<file path="config.mk">
export PLATFORM = sky130hd
export DESIGN_NAME = key_debouncer
export DESIGN_NICKNAME = d
export VERILOG_FILES = /design/src/rtl/key_debouncer.sv
export SDC_FILE = /design/constraint.sdc
export NUM_CORES = 1
export LEC_CHECK = 0
export ABC_AREA = 1
export BUFFER_PORTS_ARGS = -buffer_cell sky130_fd_sc_hd__buf_2
export CORE_ASPECT_RATIO = 1.25
export CORE_MARGIN = 5
export CORE_UTILIZATION = 59
export DETAILED_ROUTE_END_ITERATION = 10
export PLACE_DENSITY = 0.73
export REMOVE_ABC_BUFFERS = 1
export SYNTH_ARGS = -nofsm -noshare
export SYNTH_HDL_FRONTEND = slang
export SYNTH_SLANG_ARGS = --single-unit
</file>
<file path="constraint.sdc">
create_clock -name clk -period 1.9 [get_ports clk]
set_clock_uncertainty 0.2 [all_clocks]
set_input_delay 0.19 -clock clk [delete_from_list [all_inputs] [get_ports clk]]
set_output_delay 0.19 -clock clk [all_outputs]
set_load 0.05 [all_outputs]
</file>
<file path="src/rtl/key_debouncer.sv">
// Push-button conditioner: 2-flop synchroniser, polarity normalisation and FSM/counter bounce filter.
// Define DEBOUNCE_BYPASS_EN to compile out the filter (key_clean = synchronised input, bouncing = 0).
module key_debouncer #(
    parameter int DEBOUNCE_CYCLES = 500000,
    parameter int CNT_WIDTH       = 20,
    parameter int ACTIVE_LOW_IN   = 1
) (
    input  logic clk,
    input  logic reset,
    input  logic key_raw,
    output logic key_clean,
    output logic bouncing
);

    logic p_raw;
    logic s1;
    logic s2;

    assign p_raw = (ACTIVE_LOW_IN != 0) ? ~key_raw : key_raw;

    always_ff @(posedge clk) begin
        if (reset) begin
            s1 <= 1'b0;
            s2 <= 1'b0;
        end else begin
            s1 <= p_raw;
            s2 <= s1;
        end
    end

`ifdef DEBOUNCE_BYPASS_EN

    assign key_clean = s2;
    assign bouncing  = 1'b0;

`else

    typedef enum logic [1:0] {
        RELEASED     = 2'b00,
        PRESS_PEND   = 2'b01,
        PRESSED      = 2'b10,
        RELEASE_PEND = 2'b11
    } state_t;

    localparam logic [CNT_WIDTH-1:0] CNT_LAST = CNT_WIDTH'(DEBOUNCE_CYCLES - 1);

    state_t               state;
    state_t               state_next;
    logic [CNT_WIDTH-1:0] cnt;
    logic [CNT_WIDTH-1:0] cnt_next;

    always_ff @(posedge clk) begin
        if (reset) begin
            state <= RELEASED;
            cnt   <= '0;
        end else begin
            state <= state_next;
            cnt   <= cnt_next;
        end
    end

    // The terminal-count compare precedes the increment, so cnt never wraps.
    always_comb begin
        state_next = state;
        cnt_next   = '0;
        case (state)
            RELEASED: begin
                if (s2) begin
                    state_next = PRESS_PEND;
                    cnt_next   = CNT_WIDTH'(1);
                end
            end
            PRESS_PEND: begin
                if (!s2) begin
                    state_next = RELEASED;
                end else if (cnt == CNT_LAST) begin
                    state_next = PRESSED;
                end else begin
                    cnt_next = cnt + 1'b1;
                end
            end
            PRESSED: begin
                if (!s2) begin
                    state_next = RELEASE_PEND;
                    cnt_next   = CNT_WIDTH'(1);
                end
            end
            RELEASE_PEND: begin
                if (s2) begin
                    state_next = PRESSED;
                end else if (cnt == CNT_LAST) begin
                    state_next = RELEASED;
                end else begin
                    cnt_next = cnt + 1'b1;
                end
            end
            default: begin
                state_next = RELEASED;
            end
        endcase
    end

    always_comb begin
        key_clean = state[1];
        bouncing  = (state == PRESS_PEND) || (state == RELEASE_PEND);
    end

`endif

endmodule

</file>
Word-level counts from Yosys, hierarchy flattened. Cells that the tools add are included.

Register bits after elaboration: 24. Word-level logic and storage cells: 30. Input bits: 3.

Bitwise logic cells: 1. $add $sub $neg: 1. Mux-type cells: 13. Reduce and logical (&&, ||, !) cells: 3. Equal/unequal tests: 8.

Operators with widths (number): $pmux W20 S4 (1); $mux W20 (3); $add A20 B1 Y20 const B (1); $eq A20 B19 Y1 const B (1); $mux W2 (6); $pmux W2 S4 (1); $ne A3 B3 Y1 const B (2); $eq A2 B2 Y1 const B (2); $ne A2 B2 Y1 const B (2); $reduce_and A4 Y1 (1); $eq A2 B1 Y1 const B (1); $logic_not A2 Y1 (1); $mux W1 (2); $logic_or A1 B1 Y1 (1); $not A1 Y1 (1).

Longest topological paths before layout. Gate-level depths: netlist of the first run.

Depth in word-level cells: 4. Gate-level depth with buffers: 9. Depth with buffers taken out: 9.

Worst setup path after synthesis of the first run. No wires, ideal clock.

Path type: register to register. Start point: register (tool-made name). End point: register cnt[12]. Data required time: 1638 ps. Cell stages (with the launch flop): 7. Path slack: 183 ps. Buffers on the path: 1. Arrival: 1455 ps. Cells stage by stage: dfxtp_1 > xor2_1 > nand3_1 > nor2_4 > inv_2 > buf_6 > nor2_2.

RTL lines: to (signal assigned) (RTL line 58) `cnt <= cnt_next;`; to (decl) (RTL line 49) `logic [CNT_WIDTH-1:0] cnt;`.

Worst setup path in the final report of the first run.
Start point: register cnt[0]. End point: register cnt[14].

Word-level cells in the longest chain between the ends: 4. Elaborated cells on any way between the ends: 6.

RTL lines: $add A20 B1 Y20 or $eq A20 B19 Y1 (tied branches); $mux W20 * (RTL line 76, 91); $mux W20, on equally long branches (RTL line 89, 74); $pmux W20 S4 * (RTL line 66) `case (state)`.

Mark *: on every way between the ends. The rest lies on a longest branch, timed or not. A chain may end at the register's enable or synchronous reset.

==> reports/summary.md, run 1 <==
## Synth
* Yosys cell types: 22
* post-synthesis adder-cell area fraction: 0.00979
* cell types with the largest area share after synthesis: sky130_fd_sc_hd__dfxtp_1 (38%), sky130_fd_sc_hd__nand2_1 (15%), sky130_fd_sc_hd__nor2_1 (12%)
* average size of a mapped cell: 6.69 sq um
* share of synthesized area occupied by flip-flops and latches: 0.376
* complex-gate fraction of the synthesized area: 0.00784
* post-synthesis mux area share: 0
* Yosys warnings: 0
* leading area contributor after synthesis: sky130_fd_sc_hd__dfxtp_1
* Synth Register Bits: 24
* EDFF count, synth: 0
* Async S/R FF share, synth: 0
* simple-gate portion of the synthesized area: 0.454
* cell area after synthesis: 0.00128 sq mm
* number of instances in the synthesized netlist: 191
* dominant synthesized flop cell: sky130_fd_sc_hd__dfxtp_1
* commonest cells in the synthesized netlist: sky130_fd_sc_hd__nand2_1 (50), sky130_fd_sc_hd__nor2_1 (41), sky130_fd_sc_hd__dfxtp_1 (24)
* dominant cell by count in the synthesized netlist: sky130_fd_sc_hd__nand2_1
* dominant combinational cell family by area after synthesis: simple AND/OR/NAND/NOR gates
* top-area cell type share of the netlist area: 0.376
* xor/xnor share of the synthesized area: 0.0686

## Critical path
* worst reg2reg startpoint: cnt[0]
* Crit. Startpoint: cnt[0]
* logic depth of the worst register-to-register path: 8
* type of destination of the critical path: register
* required time of the critical path: 1.95 ns
* highest fanout seen on the critical path: 11
* startpoint type of the worst setup path: register
* data arrival time of the critical path: 1.78 ns
* Crit Path Category: register to register

## STA
* measured slew at the worst slew-check pin: 0.251 ns
* minimum period implied by the final worst setup slack: 1.73 ns
* headroom to the max-slew limit: 0.832
* Hold Fails Final Rpt: 0
* fin. max-slew vios: 0
* total negative slack for setup checks: 0 ns
* minimum hold slack: 0.215 ns
* number of setup violations in the final report: 0
* final critical-path share of the clock period: 0.910
* peak clock frequency supported by timing: 0.578 GHz
* RSZ-0062 raised after global routing: no

## Routing
* post-detailed-route DRC marker count: 0
* iteration count of the initial detailed-routing pass: 4
* WL per Instance: 11.0 um
* via density per instance: 5.09
* number of nets still failing antenna checks after routing: 0
* total via count in the routed design: 1119
* sum of routed wire length over all layers: 2410 um
* Iter 0 DRT Violations: 25

## Floorplanning
* number of I/O pins: 5
* Total Die Area: 0.00320 sq mm
* Die X: 51.6 um
* number of standard-cell rows in the floorplan: 18
* Die Y: 62.0 um
* initial core utilization: 0.630
* standard cell core area: 0.00203 sq mm

## Clock network
* cell chosen for the clock root: sky130_fd_sc_hd__clkbuf_4
* TritonCTS buffer count: 3
* TritonCTS clock tree: built
* H-tree levels: 1
* Clk pin slew, worst setup/hold paths: 0.11 ns
* CTS max path bufs: 2
* number of buffers inserted to repair setup after CTS: 0
* CTS Sinks: 24
* Clock Latency Late Sink: 0.31 ns

## Placed design
* gp weighted congestion: 0.867
* Detail Placement HPWL: 1910 um
* count of buffers from port buffering: 4

## Run
* # Max-Cap Violations: 0

## Global route
* largest net degree at the start of global routing: 13
* global-route met1 utilization: 0.205
* overall global routing resource usage: 0.184
* vias in the first global route: 1081
* antenna violations before repair: 0
* met2 usage in global routing: 0.329
* Remaining Overflow, GRT: 0
* busiest metal layer after global routing: met2
* wire length of the first global-routing pass: 4360 um
* routing usage on met3: 0.0263

## Cells and area
* proportion of layout cells with a drive suffix above 1: 0.145
* area delta synth->final: 7.35%
* count of inserted antenna diode cells: 0
* number of fill cells in the layout: 181
* final layout net count: 206

## Hold path
* cell depth of the worst hold path: 2
* Tightest Hold Check Type: register to register
* hold path startpoint: s1

## Power and ir drop
* IR Drop Worst-Case VDD: 531 uV
* Total Power: 0.734 mW
* power density cells: 536 mW/mm^2
* Leak: 0.528 nW

## Status
* result of the run: finished clean

through the flow:
stage,utilization,instances,cell area (sq um),setup WS (ns)
3_5_place_dp,0.650,214,1320,0.129
5_1_grt,0.677,220,1370,0.0516
3_3_place_gp,0.650,214,1320,0.197
6_report,0.677,220,1370,0.171
2_1_floorplan,-,188,1260,0.168
4_1_cts,0.676,220,1370,0.107
final cells by class:
class,instances,area [sq um],area share
Clock buffer,3,22.5,0.0164
Inverter,23,87.6,0.0639
Multi-Input combinational cell,141,691,0.504
Sequential cell,24,480,0.350
Tap cell,20,25.0,0.0182
Timing Repair Buffer,9,65.1,0.0474
report_power, final:
group | internal [mW] | switching [mW] | leakage, nW
Clock | 0.0742 | 0.135 | 0.0138
Combinational | 0.00852 | 0.00871 | 0.320
Sequential | 0.506 | 0.00177 | 0.194
Total | 0.589 | 0.146 | 0.528
kinds of logic (layout without fill, tap and decap cells):
family / after synthesis / after routing
adders and majority gates: 1 / 1
xor gates and xnor gates: 10 / 10
DFF: 24 / 24
AOI/OAI and AO/OA: 2 / 2
buffers and inverters: 26 / 35
and+or+nand+nor: 128 / 128
critical path, stage by stage (launching register included):
cell and delay [ns]:
sky130_fd_sc_hd__dfxtp_1 0.33, sky130_fd_sc_hd__ha_1 0.24, sky130_fd_sc_hd__nand3_2 0.12, sky130_fd_sc_hd__nor2_2 0.05, sky130_fd_sc_hd__nand2_2 0.07, sky130_fd_sc_hd__nor2_4 0.05
sky130_fd_sc_hd__nor2_4 0.19, sky130_fd_sc_hd__clkinv_2 0.27, sky130_fd_sc_hd__nor2_1 0.15
layout by cell type (no fill, tap or decap):
| master | instances |
|---|---|
| sky130_fd_sc_hd__ha_1 | 1 |
| sky130_fd_sc_hd__nand3_1 | 12 |
| sky130_fd_sc_hd__nor2_2 | 12 |
| sky130_fd_sc_hd__xor2_1 | 7 |
| sky130_fd_sc_hd__nand3_2 | 2 |
| sky130_fd_sc_hd__xnor2_1 | 3 |
| sky130_fd_sc_hd__a21oi_1 | 1 |
| sky130_fd_sc_hd__nor2_1 | 41 |
| sky130_fd_sc_hd__buf_4 | 2 |
| sky130_fd_sc_hd__nand4_1 | 2 |
| sky130_fd_sc_hd__and2_4 | 1 |
| sky130_fd_sc_hd__nor3b_1 | 1 |
| sky130_fd_sc_hd__dlygate4sd3_1 | 3 |
| sky130_fd_sc_hd__nor2_4 | 3 |
| sky130_fd_sc_hd__o21ai_0 | 1 |
| sky130_fd_sc_hd__nand2_1 | 50 |
| sky130_fd_sc_hd__inv_1 | 22 |
| sky130_fd_sc_hd__nand2_2 | 1 |
| sky130_fd_sc_hd__nor3_1 | 3 |
| sky130_fd_sc_hd__dfxtp_1 | 24 |
| sky130_fd_sc_hd__clkinv_2 | 1 |
| sky130_fd_sc_hd__buf_2 | 4 |
| sky130_fd_sc_hd__clkbuf_4 | 3 |
state kept, by name, summed over array words and instances, names as in the netlist, named ones only:
register  flops
s1            1
s2            1
state         1
cnt          20
what timing repair did:
| action | 4_1_cts | 5_1_grt |
|---|---|---|
| endpoints found under the setup margin | 0 | 1 |
| resized for setup | 0 | 1 |
| hold buffers | 3 | 0 |
| hold endpoints to repair | 5 | 0 |
final timing paths:
kind / to / slack [ns]
setup reg to reg: cnt[14] / 0.17
setup / recovery: cnt[14] / 0.17
hold / removal: s2 / 0.22
hold reg to reg: s2 / 0.22
per-layer routing:
metal	vias up	wire, um
met4	0	61
met5	-	0
li1	599	-
met3	6	58
met2	19	1230
met1	495	1060
Note: power is estimated with default switching activity, not from simulation.
==> run 2, diff against run 1 <==
- MAX_ROUTING_LAYER: unset -> met4
==> reports/summary.md, run 2 (synthesis gave the netlist of run 1 again) <==
## Global route
* vias in the first global route: 1081, unchanged
* Remaining Overflow, GRT: 0, unchanged
* antenna violations before repair: 0, unchanged
* overall global routing resource usage: 0.190, +0.00576
* wire length of the first global-routing pass: 4360 um, unchanged
* largest net degree at the start of global routing: 13, unchanged

## Critical path
* startpoint type of the worst setup path: register
* worst reg2reg startpoint: cnt[0]
* data arrival time of the critical path: 1.79 ns, about the same
* Reg-to-Reg End: cnt[14]
* type of destination of the critical path: register
* Top Family by Delay on Critical Path: simple AND/OR/NAND/NOR gates
* slowest library cell on the worst path: sky130_fd_sc_hd__dfxtp_1
* most prevalent standard cell on the critical path: sky130_fd_sc_hd__nor2_4
* list of cells traversed by the critical path: ha_1 > nand3_2 > nor2_2 > nand2_2 > nor2_4 > nor2_4 > clkinv_2 > nor2_1
* register-to-register path setup slack: 0.16 ns, about the same
* Crit path largest cell delay: 0.33 ns, about the same
* highest fanout seen on the critical path: 11, unchanged
* required time of the critical path: 1.95 ns, about the same
* logic depth of the worst register-to-register path: 8, unchanged
* Crit Path Category: register to register
* Critical path buffers and inverters: 1, unchanged

## Floorplanning
* Die X: 51.6 um, unchanged
* number of I/O pins: 5, unchanged
* Die Y: 62.0 um, unchanged
* number of standard-cell rows in the floorplan: 18, unchanged
* initial core utilization: 0.630, unchanged
* standard cell core area: 0.00203 sq mm, unchanged
* Total Die Area: 0.00320 sq mm, unchanged

## Placed design
* gp weighted congestion: 0.881, +1.6%
* count of buffers from port buffering: 4, unchanged
* Detail Placement HPWL: 1910 um, unchanged

## Power and ir drop
* power density cells: 536 mW/mm^2, about the same
* Flop pwr share: 0.691, about the same
* Total Power: 0.735 mW, about the same
* IR Drop Worst-Case VDD: 531 uV, about the same
* switching portion of total power: 0.199, about the same
* part of the total power dissipated in combinational logic: 0.023, about the same
* Leak: 0.528 nW, unchanged
* switching power summed over all nets: 0.146 mW, +0.11%
* internal power of the cells: 0.589 mW, about the same
* relative contribution of the clock network to total power: 0.285, about the same

## Cells and area
* max reg flops: 20, unchanged
* area delta synth->final: 7.35%, unchanged
* number of fill cells in the layout: 181, unchanged
* proportion of layout cells with a drive suffix above 1: 0.145, unchanged
* leading cell type in the layout, fill and taps excluded: sky130_fd_sc_hd__nand2_1
* count of inserted antenna diode cells: 0, unchanged
* register with the most flip-flops: cnt
* final layout net count: 206, unchanged
* commonest non-fill, non-tap cells in the layout: sky130_fd_sc_hd__nand2_1 (50), sky130_fd_sc_hd__nor2_1 (41), sky130_fd_sc_hd__dfxtp_1 (24), sky130_fd_sc_hd__inv_1 (22)

## Routing
* sum of routed wire length over all layers: 2420 um, +0.12%
* iteration count of the initial detailed-routing pass: 4, unchanged
* total via count in the routed design: 1122, +0.27%
* WL per Instance: 11.0 um, +0.12%
* Iter 0 DRT Violations: 27, +8.0%
* via density per instance: 5.10, +0.27%
* post-detailed-route DRC marker count: 0, unchanged
* number of nets still failing antenna checks after routing: 0, unchanged

## Clock network
* H-tree levels: 1, unchanged
* number of buffers inserted to repair setup after CTS: 0, unchanged
* TritonCTS buffer count: 3, unchanged
* CTS max path bufs: 2, unchanged
* Clock Latency Late Sink: 0.31 ns, about the same
* Clk pin slew, worst setup/hold paths: 0.11 ns, about the same
* CTS Sinks: 24, unchanged
* TritonCTS clock tree: built
* cell chosen for the clock root: sky130_fd_sc_hd__clkbuf_4

## STA
* fin. max-slew vios: 0, unchanged
* number of setup violations in the final report: 0, unchanged
* minimum period implied by the final worst setup slack: 1.74 ns, +0.00631 ns
* final critical-path share of the clock period: 0.913, +0.00332
* headroom to the max-slew limit: 0.834, +0.00170
* Hold Fails Final Rpt: 0, unchanged
* total negative slack for setup checks: 0 ns, unchanged
* RSZ-0062 raised after global routing: no
* peak clock frequency supported by timing: 0.576 GHz, -0.36%
* measured slew at the worst slew-check pin: 0.248 ns, -0.00317 ns

## Hold path
* cell depth of the worst hold path: 2, unchanged
* hold path startpoint: s1
* Hold Path Sink: s2
* Tightest Hold Check Type: register to register

## Status
* result of the run: finished clean

## Run
* # Max-Cap Violations: 0, unchanged

## run 2: how the worst max path moves through the flow
stage	slack (ns)	start	cells past startpoint	end
global placement	0.20	cnt[0]	8	cnt[14]
global route	0.05	cnt[0]	8	cnt[14]
floorplan	0.17	register	5	cnt[14]
detailed placement	0.13	cnt[0]	8	cnt[14]
CTS	0.11	cnt[0]	8	cnt[14]
finish	0.16	cnt[0]	8	cnt[14]
## run 2: area by class of cell
class                           count  area (sq um)  share of cell area
Inverter                           23          87.6              0.0639
Clock buffer                        3          22.5              0.0164
Multi-Input combinational cell    141           691               0.504
Sequential cell                    24           480               0.350
Timing Repair Buffer                9          65.1              0.0474
Tap cell                           20          25.0              0.0182
## run 2: metal layers
| layer | vias up | wire length, um | global-route usage | part of all wire |
|---|---|---|---|---|
| li1 | 599 | - | - | - |
| met5 | - | 0 | - | 0 |
| met4 | 0 | 61 | 0.120 | 0.025 |
| met1 | 497 | 1060 | 0.205 | 0.44 |
| met2 | 20 | 1230 | 0.329 | 0.51 |
| met3 | 6 | 64 | 0.0263 | 0.026 |
## run 2: power by group through the flow
stage	sequential [mW]	combinational (mW)	clock, mW
2_1_floorplan	0.521	0.00499	0
3_3_place_gp	0.519	0.0121	0
3_5_place_dp	0.519	0.0123	0
4_1_cts	0.508	0.0170	0.226
5_1_grt	0.508	0.0197	0.244
6_report	0.508	0.0172	0.210
## run 2: repair_timing
| item | in CTS | in global routing |
|---|---|---|
| hold buffers | 3 | 0 |
| endpoints found under the setup margin | 0 | 1 |
| resized for setup | 0 | 1 |
| hold endpoints to repair | 5 | 0 |
## run 2: worst min-delay path: cells and delay by family (launching register included)
| family | cells | cell delay, ns |
|---|---|---|
| flip-flops | 1 | 0.32 |
| buffers and inverters | 1 | 0.04 |
| AND/OR/NAND/NOR | 1 | 0.03 |
## run 2: per-stage QoR
step                setup WS (ns)  cells  cell area (sq um)  hold WS (ns)   util
floorplan                   0.168    188               1260        0.0567      -
global placement            0.197    214               1320         0.147  0.650
detailed placement          0.129    214               1320         0.153  0.650
CTS                         0.107    220               1370         0.220  0.676
global route               0.0516    220               1370         0.242  0.677
finish                      0.165    220               1370         0.215  0.677
==> run 3, diff against run 2 <==
--- a/config.mk
+++ b/config.mk
@@ -10,8 +10,8 @@
 export CORE_ASPECT_RATIO = 1.25
 export CORE_MARGIN = 5
-export CORE_UTILIZATION = 59
+export CORE_UTILIZATION = 60
 export DETAILED_ROUTE_END_ITERATION = 10
 export MAX_ROUTING_LAYER = met4
-export PLACE_DENSITY = 0.73
+export PLACE_DENSITY = 0.74
 export REMOVE_ABC_BUFFERS = 1
 export SYNTH_ARGS = -nofsm -noshare
==> constraint.sdc (replaced) <==
create_clock -name clk -period 2.05 [get_ports clk]
set_clock_uncertainty 0.2 [all_clocks]
set_input_delay 0.41 -clock clk [delete_from_list [all_inputs] [get_ports clk]]
set_output_delay 0.41 -clock clk [all_outputs]
set_load 0.05 [all_outputs]
==> reports/summary.md, run 3 (synthesis gave the netlist of run 1 again) <==
## Status
* result of the run: finished clean

## Floorplanning
* Total Die Area: 0.00316 sq mm, -1.4%
* number of standard-cell rows in the floorplan: 18, unchanged
* number of I/O pins: 5, unchanged
* standard cell core area: 0.00200 sq mm, -1.1%
* Die Y: 61.6 um, -0.70%
* initial core utilization: 0.637, +0.00708
* Die X: 51.3 um, -0.68%

## Run
* # Max-Cap Violations: 0, unchanged

## Placed design
* Detail Placement HPWL: 1850 um, -2.9%
* pre-CTS setup slack: 0.150 ns, +0.0215 ns
* gp weighted congestion: 0.917, +4.1%
* count of buffers from port buffering: 4, unchanged
* cell total after placement: 213, -0.47%

## Critical path
* highest fanout seen on the critical path: 11, unchanged
* list of cells traversed by the critical path: ha_1 > nand3_2 > nor2_2 > nand2_2 > nor2_4 > nor2_4 > clkinv_2 > nor2_1
* Crit path largest cell delay: 0.45 ns, +0.12 ns
* type of destination of the critical path: register
* slowest library cell on the worst path: sky130_fd_sc_hd__dfxtp_1
* most prevalent standard cell on the critical path: sky130_fd_sc_hd__nor2_4
* Crit Path Category: register to register
* logic depth of the worst register-to-register path: 8, unchanged
* required time of the critical path: 2.06 ns, +0.11 ns
* worst reg2reg startpoint: cnt[0]
* startpoint type of the worst setup path: register
* data arrival time of the critical path: 1.85 ns, +0.06 ns
* Reg-to-Reg End: cnt[14]
* register-to-register path setup slack: 0.21 ns, +0.04 ns

## Global route
* Remaining Overflow, GRT: 0, unchanged
* antenna violations before repair: 0, unchanged
* largest net degree at the start of global routing: 13, unchanged
* wire length of the first global-routing pass: 4100 um, -6.0%
* vias in the first global route: 1022, -5.5%
* overall global routing resource usage: 0.177, -0.0127

## Routing
* post-detailed-route DRC marker count: 0, unchanged
* Iter 0 DRT Violations: 24, -11%
* WL per Instance: 10.9 um, -0.93%
* iteration count of the initial detailed-routing pass: 4, unchanged
* sum of routed wire length over all layers: 2350 um, -2.7%
* total via count in the routed design: 1150, +2.5%
* via density per instance: 5.32, +4.4%
* number of nets still failing antenna checks after routing: 0, unchanged

## Hold path
* Hold Path Sink: s1
* hold path startpoint: key_raw
* Tightest Hold Check Type: primary input to register
* cell depth of the worst hold path: 2, unchanged

## Power and ir drop
* Flop pwr share: 0.693, +0.002
* internal power of the cells: 0.541 mW, -8.0%
* IR Drop Worst-Case VDD: 554 uV, +4.3%
* Leak: 0.509 nW, -3.7%
* switching portion of total power: 0.204, +0.00543
* power density cells: 510 mW/mm^2, -4.8%
* relative contribution of the clock network to total power: 0.292, +0.007
* switching power summed over all nets: 0.139 mW, -4.9%
* part of the total power dissipated in combinational logic: 0.015, -0.008

## Cells and area
* final core utilization: 0.665, -0.0111
* leading cell type in the layout, fill and taps excluded: sky130_fd_sc_hd__nand2_1
* number of cells in the finished layout apart from fillers: 216, -1.8%
* sequential cell area: 480 sq um, unchanged
* register with the most flip-flops: cnt
* commonest non-fill, non-tap cells in the layout: sky130_fd_sc_hd__nand2_1 (50), sky130_fd_sc_hd__nor2_1 (41), sky130_fd_sc_hd__dfxtp_1 (24), sky130_fd_sc_hd__inv_1 (22)
* max reg flops: 20, unchanged
* final layout net count: 202, -1.9%
* area delta synth->final: 4.41%
* count of inserted antenna diode cells: 0, unchanged
* footprint of the multi-input gates: 691 sq um, unchanged
* proportion of layout cells with a drive suffix above 1: 0.143, -0.00214
* number of fill cells in the layout: 186, +2.8%

## STA
* number of setup violations in the final report: 0, unchanged
* minimum hold slack: 0.0319 ns, -0.183 ns
* headroom to the max-slew limit: 0.828, -0.00587
* worst-case setup margin in the final layout: 0.209 ns, +0.0439 ns
* RSZ-0062 raised after global routing: no
* minimum period implied by the final worst setup slack: 1.84 ns, +0.106 ns
* Hold Fails Final Rpt: 0, unchanged
* peak clock frequency supported by timing: 0.543 GHz, -5.8%
* final critical-path share of the clock period: 0.898, -0.0151
* total negative slack for setup checks: 0 ns, unchanged
* fin. max-slew vios: 0, unchanged
* measured slew at the worst slew-check pin: 0.257 ns, +0.00878 ns

## Clock network
* TritonCTS buffer count: 3, unchanged
* CTS Sinks: 24, unchanged
* Clock Latency Late Sink: 0.31 ns, about the same
* H-tree levels: 1, unchanged
* cell chosen for the clock root: sky130_fd_sc_hd__clkbuf_4
* CTS max path bufs: 2, unchanged
* hold buffers post-CTS: 0, -3
* Clk pin slew, worst setup/hold paths: 0.12 ns, about the same
* TritonCTS clock tree: built

## run 3: cell types whose count changed in the layout (fill, tap and decap cells not counted), sizes merged
cell         previous run  this run
dlygate4sd3             3         0
buf                     6         5
## run 3: power groups by stage
stage	Sequential, mW	Clock [mW]	Combinational (mW)
after floorplan	0.483	0	0.00463
after global placement	0.482	0	0.00985
after detailed placement	0.482	0	0.0100
after CTS	0.471	0.210	0.0101
after global routing	0.472	0.220	0.0114
final	0.471	0.199	0.00993
## run 3: critical path, delay by kind of cell (launching register included)
family / cells / cell delay [ns]
flip-flops: 1 / 0.45
AND/OR/NAND/NOR: 6 / 0.63
buffers and inverters: 1 / 0.20
adder cells (fa/ha/maj): 1 / 0.25
## run 3: cell type report
type	count	area share
multi-input cells	141	0.518
flip-flops and latches	24	0.360
inverters	23	0.0657
repair buffers	5	0.0206
well taps	20	0.0188
clock buffers	3	0.0169
## run 3: per-layer routing
metal | GRT usage | vias to the layer above | part of all wire | wire, um
met1 | 0.200 | 512 | 0.43 | 1000
met4 | 0.105 | 0 | 0.029 | 68
met3 | 0.0242 | 9 | 0.051 | 120
met2 | 0.300 | 36 | 0.49 | 1160
li1 | - | 593 | - | -
met5 | - | - | 0 | 0
## run 3: what timing repair did
item	4_1_cts	5_1_grt
setup endpoints to repair	0	1
setup buffers	0	0
gates resized for setup	0	1
## run 3: how the worst max path moves through the flow
stage,from,to,slack [ns],cells past startpoint
2_1_floorplan,register,cnt[14],0.32,5
3_3_place_gp,cnt[0],cnt[14],0.25,8
3_5_place_dp,cnt[0],cnt[14],0.15,8
4_1_cts,cnt[0],cnt[14],0.13,8
5_1_grt,cnt[0],cnt[14],0.06,8
6_report,cnt[0],cnt[14],0.21,8
## run 3: metrics by stage
stage / cell area (sq um) / total power, mW
6_report: 1330 / 0.680
5_1_grt: 1330 / 0.704
4_1_cts: 1330 / 0.692
3_5_place_dp: 1310 / 0.492
3_3_place_gp: 1310 / 0.491
2_1_floorplan: 1260 / 0.488
